[src/rtl/mem_access_ctrl.sv]
// rtl/mem_access_ctrl.sv - LC-3b MEM-stage dcache access sequencer
// Direct, byte and indirect (pointer-then-access) loads/stores with a dcache response watchdog.
module mem_access_ctrl #(
    parameter int WAIT_LIMIT = 255
) (
    input  logic        clk,
    input  logic        rst,
    input  logic        req_valid,
    input  logic [2:0]  req_op,
    input  logic [15:0] req_addr,
    input  logic [15:0] req_wdata,
    output logic        req_ready,
    output logic        done,
    output logic [15:0] rdata,
    output logic        err,
    output logic        dcache_read,
    output logic        dcache_write,
    output logic [15:0] dcache_address,
    output logic [15:0] dcache_wdata,
    output logic [1:0]  dcache_mem_byte_enable,
    input  logic        dcache_resp,
    input  logic [15:0] dcache_rdata
);

    localparam logic [1:0] S_IDLE = 2'd0;
    localparam logic [1:0] S_PTR  = 2'd1;
    localparam logic [1:0] S_ACC  = 2'd2;
    localparam logic [1:0] S_FIN  = 2'd3;

    localparam logic [2:0] OP_LDB = 3'b001;
    localparam logic [2:0] OP_STW = 3'b010;
    localparam logic [2:0] OP_STB = 3'b011;
    localparam logic [2:0] OP_LDI = 3'b100;
    localparam logic [2:0] OP_STI = 3'b101;
    localparam logic [2:0] OP_RSV = 3'b111;

    localparam logic [7:0] LIMIT = 8'(WAIT_LIMIT);

    logic [1:0]  state_q, state_d;
    logic [2:0]  op_q, op_d;
    logic [15:0] addr_q, addr_d;
    logic [15:0] wdata_q, wdata_d;
    logic [15:0] ptr_q, ptr_d;
    logic [15:0] rdata_q, rdata_d;
    logic        err_q, err_d;
    logic [7:0]  wait_q, wait_d;

    logic        is_store, is_byte, is_ind, expire;
    logic [15:0] acc_addr;
    logic [7:0]  sel_byte;

    assign is_store = (op_q == OP_STW) || (op_q == OP_STB) || (op_q == OP_STI);
    assign is_byte  = (op_q == OP_LDB) || (op_q == OP_STB);
    assign is_ind   = (op_q == OP_LDI) || (op_q == OP_STI);
    assign acc_addr = is_ind ? ptr_q : addr_q;
    assign sel_byte = addr_q[0] ? dcache_rdata[15:8] : dcache_rdata[7:0];
    // A response arriving on the limit cycle still completes the access normally.
    assign expire   = (LIMIT != 8'd0) && (wait_q == LIMIT) && !dcache_resp;

    always_comb begin
        state_d = state_q;
        op_d    = op_q;
        addr_d  = addr_q;
        wdata_d = wdata_q;
        ptr_d   = ptr_q;
        rdata_d = rdata_q;
        err_d   = err_q;
        wait_d  = wait_q;
        case (state_q)
            S_IDLE: begin
                err_d = 1'b0;
                if (req_valid) begin
                    op_d    = req_op;
                    addr_d  = req_addr;
                    wdata_d = req_wdata;
                    wait_d  = 8'd0;
                    if (req_op == OP_RSV) begin
                        state_d = S_FIN;
                        err_d   = 1'b1;
                    end else if ((req_op == OP_LDI) || (req_op == OP_STI)) begin
                        state_d = S_PTR;
                    end else begin
                        state_d = S_ACC;
                    end
                end
            end
            S_PTR: begin
                if (dcache_resp) begin
                    ptr_d   = dcache_rdata;
                    wait_d  = 8'd0;
                    state_d = S_ACC;
                end else if (expire) begin
                    err_d   = 1'b1;
                    state_d = S_FIN;
                end else begin
                    wait_d = wait_q + 8'd1;
                end
            end
            S_ACC: begin
                if (dcache_resp) begin
                    state_d = S_FIN;
                    if (!is_store) begin
                        rdata_d = is_byte ? {{8{sel_byte[7]}}, sel_byte} : dcache_rdata;
                    end
                end else if (expire) begin
                    err_d   = 1'b1;
                    state_d = S_FIN;
                end else begin
                    wait_d = wait_q + 8'd1;
                end
            end
            default: begin
                err_d   = 1'b0;
                state_d = S_IDLE;
            end
        endcase
    end

    always_ff @(posedge clk) begin
        if (rst) begin
            state_q <= S_IDLE;
            op_q    <= '0;
            addr_q  <= '0;
            wdata_q <= '0;
            ptr_q   <= '0;
            rdata_q <= '0;
            err_q   <= 1'b0;
            wait_q  <= '0;
        end else begin
            state_q <= state_d;
            op_q    <= op_d;
            addr_q  <= addr_d;
            wdata_q <= wdata_d;
            ptr_q   <= ptr_d;
            rdata_q <= rdata_d;
            err_q   <= err_d;
            wait_q  <= wait_d;
        end
    end

    assign req_ready      = (state_q == S_IDLE);
    assign done           = (state_q == S_FIN);
    assign err            = err_q;
    assign rdata          = rdata_q;
    assign dcache_read    = (state_q == S_PTR) || ((state_q == S_ACC) && !is_store);
    assign dcache_write   = (state_q == S_ACC) && is_store;
    assign dcache_address = (state_q == S_PTR) ? {addr_q[15:1], 1'b0}
                          : (is_byte ? acc_addr : {acc_addr[15:1], 1'b0});
    assign dcache_mem_byte_enable = ((state_q == S_ACC) && is_byte)
                                  ? (addr_q[0] ? 2'b10 : 2'b01) : 2'b11;
    assign dcache_wdata   = (op_q == OP_STB) ? {wdata_q[7:0], wdata_q[7:0]} : wdata_q;

endmodule

[config.mk]
export PLATFORM = sky130hd
export DESIGN_NAME = mem_access_ctrl
export DESIGN_NICKNAME = d
export VERILOG_FILES = /design/src/rtl/mem_access_ctrl.sv
export SDC_FILE = /design/constraint.sdc
export NUM_CORES = 1
export LEC_CHECK = 0
export ABC_CLOCK_PERIOD_IN_PS = 2630
export CAP_MARGIN = 5
export CORE_ASPECT_RATIO = 0.8
export CORE_MARGIN = 2
export CORE_UTILIZATION = 35
export CTS_CLUSTER_SIZE = 14
export DETAILED_ROUTE_END_ITERATION = 10
export PLACE_DENSITY = 0.74
export SLEW_MARGIN = 10
export SYNTH_ARGS = -nofsm -noshare
export SYNTH_HDL_FRONTEND = slang
export SYNTH_SLANG_ARGS = --single-unit
export TNS_END_PERCENT = 5
[constraint.sdc]
create_clock -name clk -period 2.63 [get_ports clk]
set_clock_uncertainty 0.05 [all_clocks]
set_input_delay 0.6575 -clock clk [delete_from_list [all_inputs] [get_ports clk]]
set_output_delay 0.6575 -clock clk [all_outputs]
set_load 0.1 [all_outputs]
==> run_results.csv <==
group,metric,value,unit
timing,finalCritPeriodShare,97.0,%
power,ir_drop,432,uV
power,clkPwrFrac,21.4,%
floorplanning,initial_core_util,36.4,%
yosys,yosysUniqueCellTypes,48,
worst_setup_path,worstPathMaxFanout,15,
floorplanning,core,0.00977,mm2
timing,fmax,392,MHz
worst_setup_path,criticalPathCategory,"reg2out",
finish,final_common_cell,"nand2_1",
yosys,ys_ff_latch,77,
drt,final_antenna_net_count,0,
floorplanning,die_y,94.2,um
yosys,ys_warn_count,0,
floorplanning,std_cell_rows,32,
finish,diodes,0,
yosys,synth-main-ff-cell,"dfxtp_1",
cts,cts_sinks,77,
run_status,status,"finished clean",
yosys,synth_edf_count,0,
timing,layout_min_cycle_time,2.55,ns
cts,clock-root-buffer,"clkbuf_16",
worst_hold_path,holdCritPathClass,"reg2reg",
power,finalPower,5320,uW
yosys,postSynthAreaPerCell,8.14,um2
placement,hpwlAfterDp,7490,um
floorplanning,dieArea,0.0110,mm2
power,p_leak,0.00202,uW
worst_setup_path,required,1.92,ns
cts,post-cts-setup-buffers,0,
power,powerDensity,1020,mW/mm2
drt,wirelength,10300,um
worst_setup_path,worstSetupStartpointType,"flop",
yosys,async_flop_share,0,%
worst_setup_path,r2r_slack,0.20,ns
cts,cts_buffer_depth,2,
cts,clock_latency,0.33,ns
floorplanning,die_w,117,um
power,p_sw,2480,uW
grt,grt_pass1_vias,3308,
grt,antenna_found_initial,0,
finish,fin_nets,589,
power,switching_share,46.6,%
cts,cts_buffers,9,
finish,fill_cells,927,
drt,drtIter0Drc,280,
finish,area_growth,47.2,%
drt,dr.pass1.iters,5,
grt,grt_pass1_wl,16400,um
finish,stdcell_count,670,
drt,via_per_inst,5.15,
worst_setup_path,crit_arrival,1.84,ns
grt,grt_overflow,0,
timing,rsz0062_at_grt,"true",
timing,max-slew-margin-rel,23.5,%
power,seqPwrFrac,27.7,%
run,drv_cap,0,
yosys,seq_area_frac_synth,43.3,%
yosys,syn_nets,497,
placement,gp_congestion,0.916,
timing,worst_pin_slew,1.13,ns
timing,finalSetupViolCount,0,
timing,slew_violations,0,
yosys,synthCells,437,
yosys,syn_area,0.00356,mm2
drt,num_vias,3448,
grt,track_usage,19.4,%
cts,cts-hold-fix-buffers,0,
placement,portBuffers,109,
power,internal_power,2840,uW
worst_setup_path,critPathCaptureType,"primary output",
floorplanning,ios,110,
drt,drc,0,
cts,cts_tree,"yes",
timing,hold_viol,0,
grt,grt_max_degree,72,
cts,path_clk_slew,0.06,ns
power,comb_power_share,50.9,%
cts,h-tree-depth,3,
finish,layout_common_cells,"nand2_1, dfxtp_1, a21oi_1",
finish,final_layout_size_suffix_gt1_share,21.7,%
placement,dp.cells,654,
drt,routedWlPerCell,15.4,um
[metrics by stage]
step	utilization (%)	cell area (um2)	setup WS, ns	hold slack (ns)	TNS [ns]
floorplan	-	3560	-0.0920	0.383	-0.0920
global placement	50.6	4940	0.158	0.389	0
detailed placement	50.6	4940	0.0291	0.396	0
CTS	53.5	5230	0.00903	0.405	0
global route	53.6	5240	-0.0407	0.420	-0.0407
finish	53.6	5240	0.0781	0.400	0
[worst paths after layout]
path,from,endpoint,cells after the start
hold reg to reg,wdata_q[15],wdata_q[15],2
setup / recovery,state_q[1],dcache_address[7],6
hold / removal,wdata_q[15],wdata_q[15],2
setup reg to reg,state_q[0],wait_q[5],5
[kinds of logic (layout without fill, tap and decap cells)]
logic type / count (synthesis) / count (layout) / share of synthesized area [%]
buffers and inverters: 44 / 141 / 5.94
AO/OA/AOI/OAI: 98 / 98 / 17.6
multiplexers: 25 / 25 / 7.84
adder cells (fa/ha/maj): 5 / 5 / 1.76
AND/OR/NAND/NOR: 188 / 188 / 23.5
flip-flops: 77 / 77 / 43.3
[state kept, by name, indices dropped and copies added (netlist names)]
| register | count |
|---|---|
| addr_q | 16 |
| rdata | 16 |
| wdata_q | 16 |
| ptr_q | 15 |
| wait_q | 8 |
| op_q | 3 |
| state_q | 2 |
| err | 1 |
[per-layer routing]
layer  share of wire, %  up-vias  track usage [%]
met5                  0        -                0
met4                2.2        0             7.45
met3                8.4       23             6.97
met2                 45      149             30.4
met1                 44     1589             24.3
li1                   -     1687                -
[worst max-delay path: stages (launching register included)]
cell,delay (ns)
dfxtp_4,0.37
inv_1,0.06
ha_1,0.22
nor2b_4,0.14
buf_12,0.15
mux2_2,0.38
buf_12,0.17
[power groups by stage]
stage                     Combinational (uW)  Sequential (uW)  Clock [uW]
after detailed placement                2690             1490           0
after global placement                  2650             1480           0
after CTS                               2700             1470        1170
after global routing                    2830             1500        1230
final                                   2710             1470        1140
after floorplan                         1540             1850           0
[cell usage after synthesis (2+ instances only)]
master    number  share of area [%]
buf_2         10                1.4
dfxtp_1       77                 43
nand2b_1       4               0.70
nand2_1      123                 13
mux2i_1        2               0.56
and2_1         2               0.35
a311oi_1       7                1.7
inv_1          6               0.63
a21o_1         3               0.63
nor2b_1        5               0.88
and3_1         2               0.35
nor2_1        21                2.2
mux2_2        23                7.3
or4_1          4               0.84
a21oi_1       57                8.0
ha_1           5                1.8
o31ai_1        4               0.84
o211ai_1       2               0.42
or3_1          3               0.53
clkbuf_1      16                1.7
o21ai_0        4               0.56
nand3b_1       2               0.42
buf_4          9                1.9
nand3_1       11                1.5
a211oi_1      10                2.1
buf_1          3               0.32
[timing repair]
action,in CTS,in global routing
endpoints found under the hold margin,0,0
setup endpoints to repair,15,23
gates resized for setup,3,3
[layout make-up]
cell class | count | area (um2) | share of cell area [%]
repair buffers | 119 | 1400 | 26.7
multi-input cells | 316 | 1820 | 34.8
clock inverters | 5 | 36.3 | 0.693
flip-flops and latches | 77 | 1550 | 29.5
clock buffers | 11 | 243 | 4.63
inverters | 6 | 22.5 | 0.430
well taps | 136 | 170 | 3.25
Power figures use the tool's default switching activity.
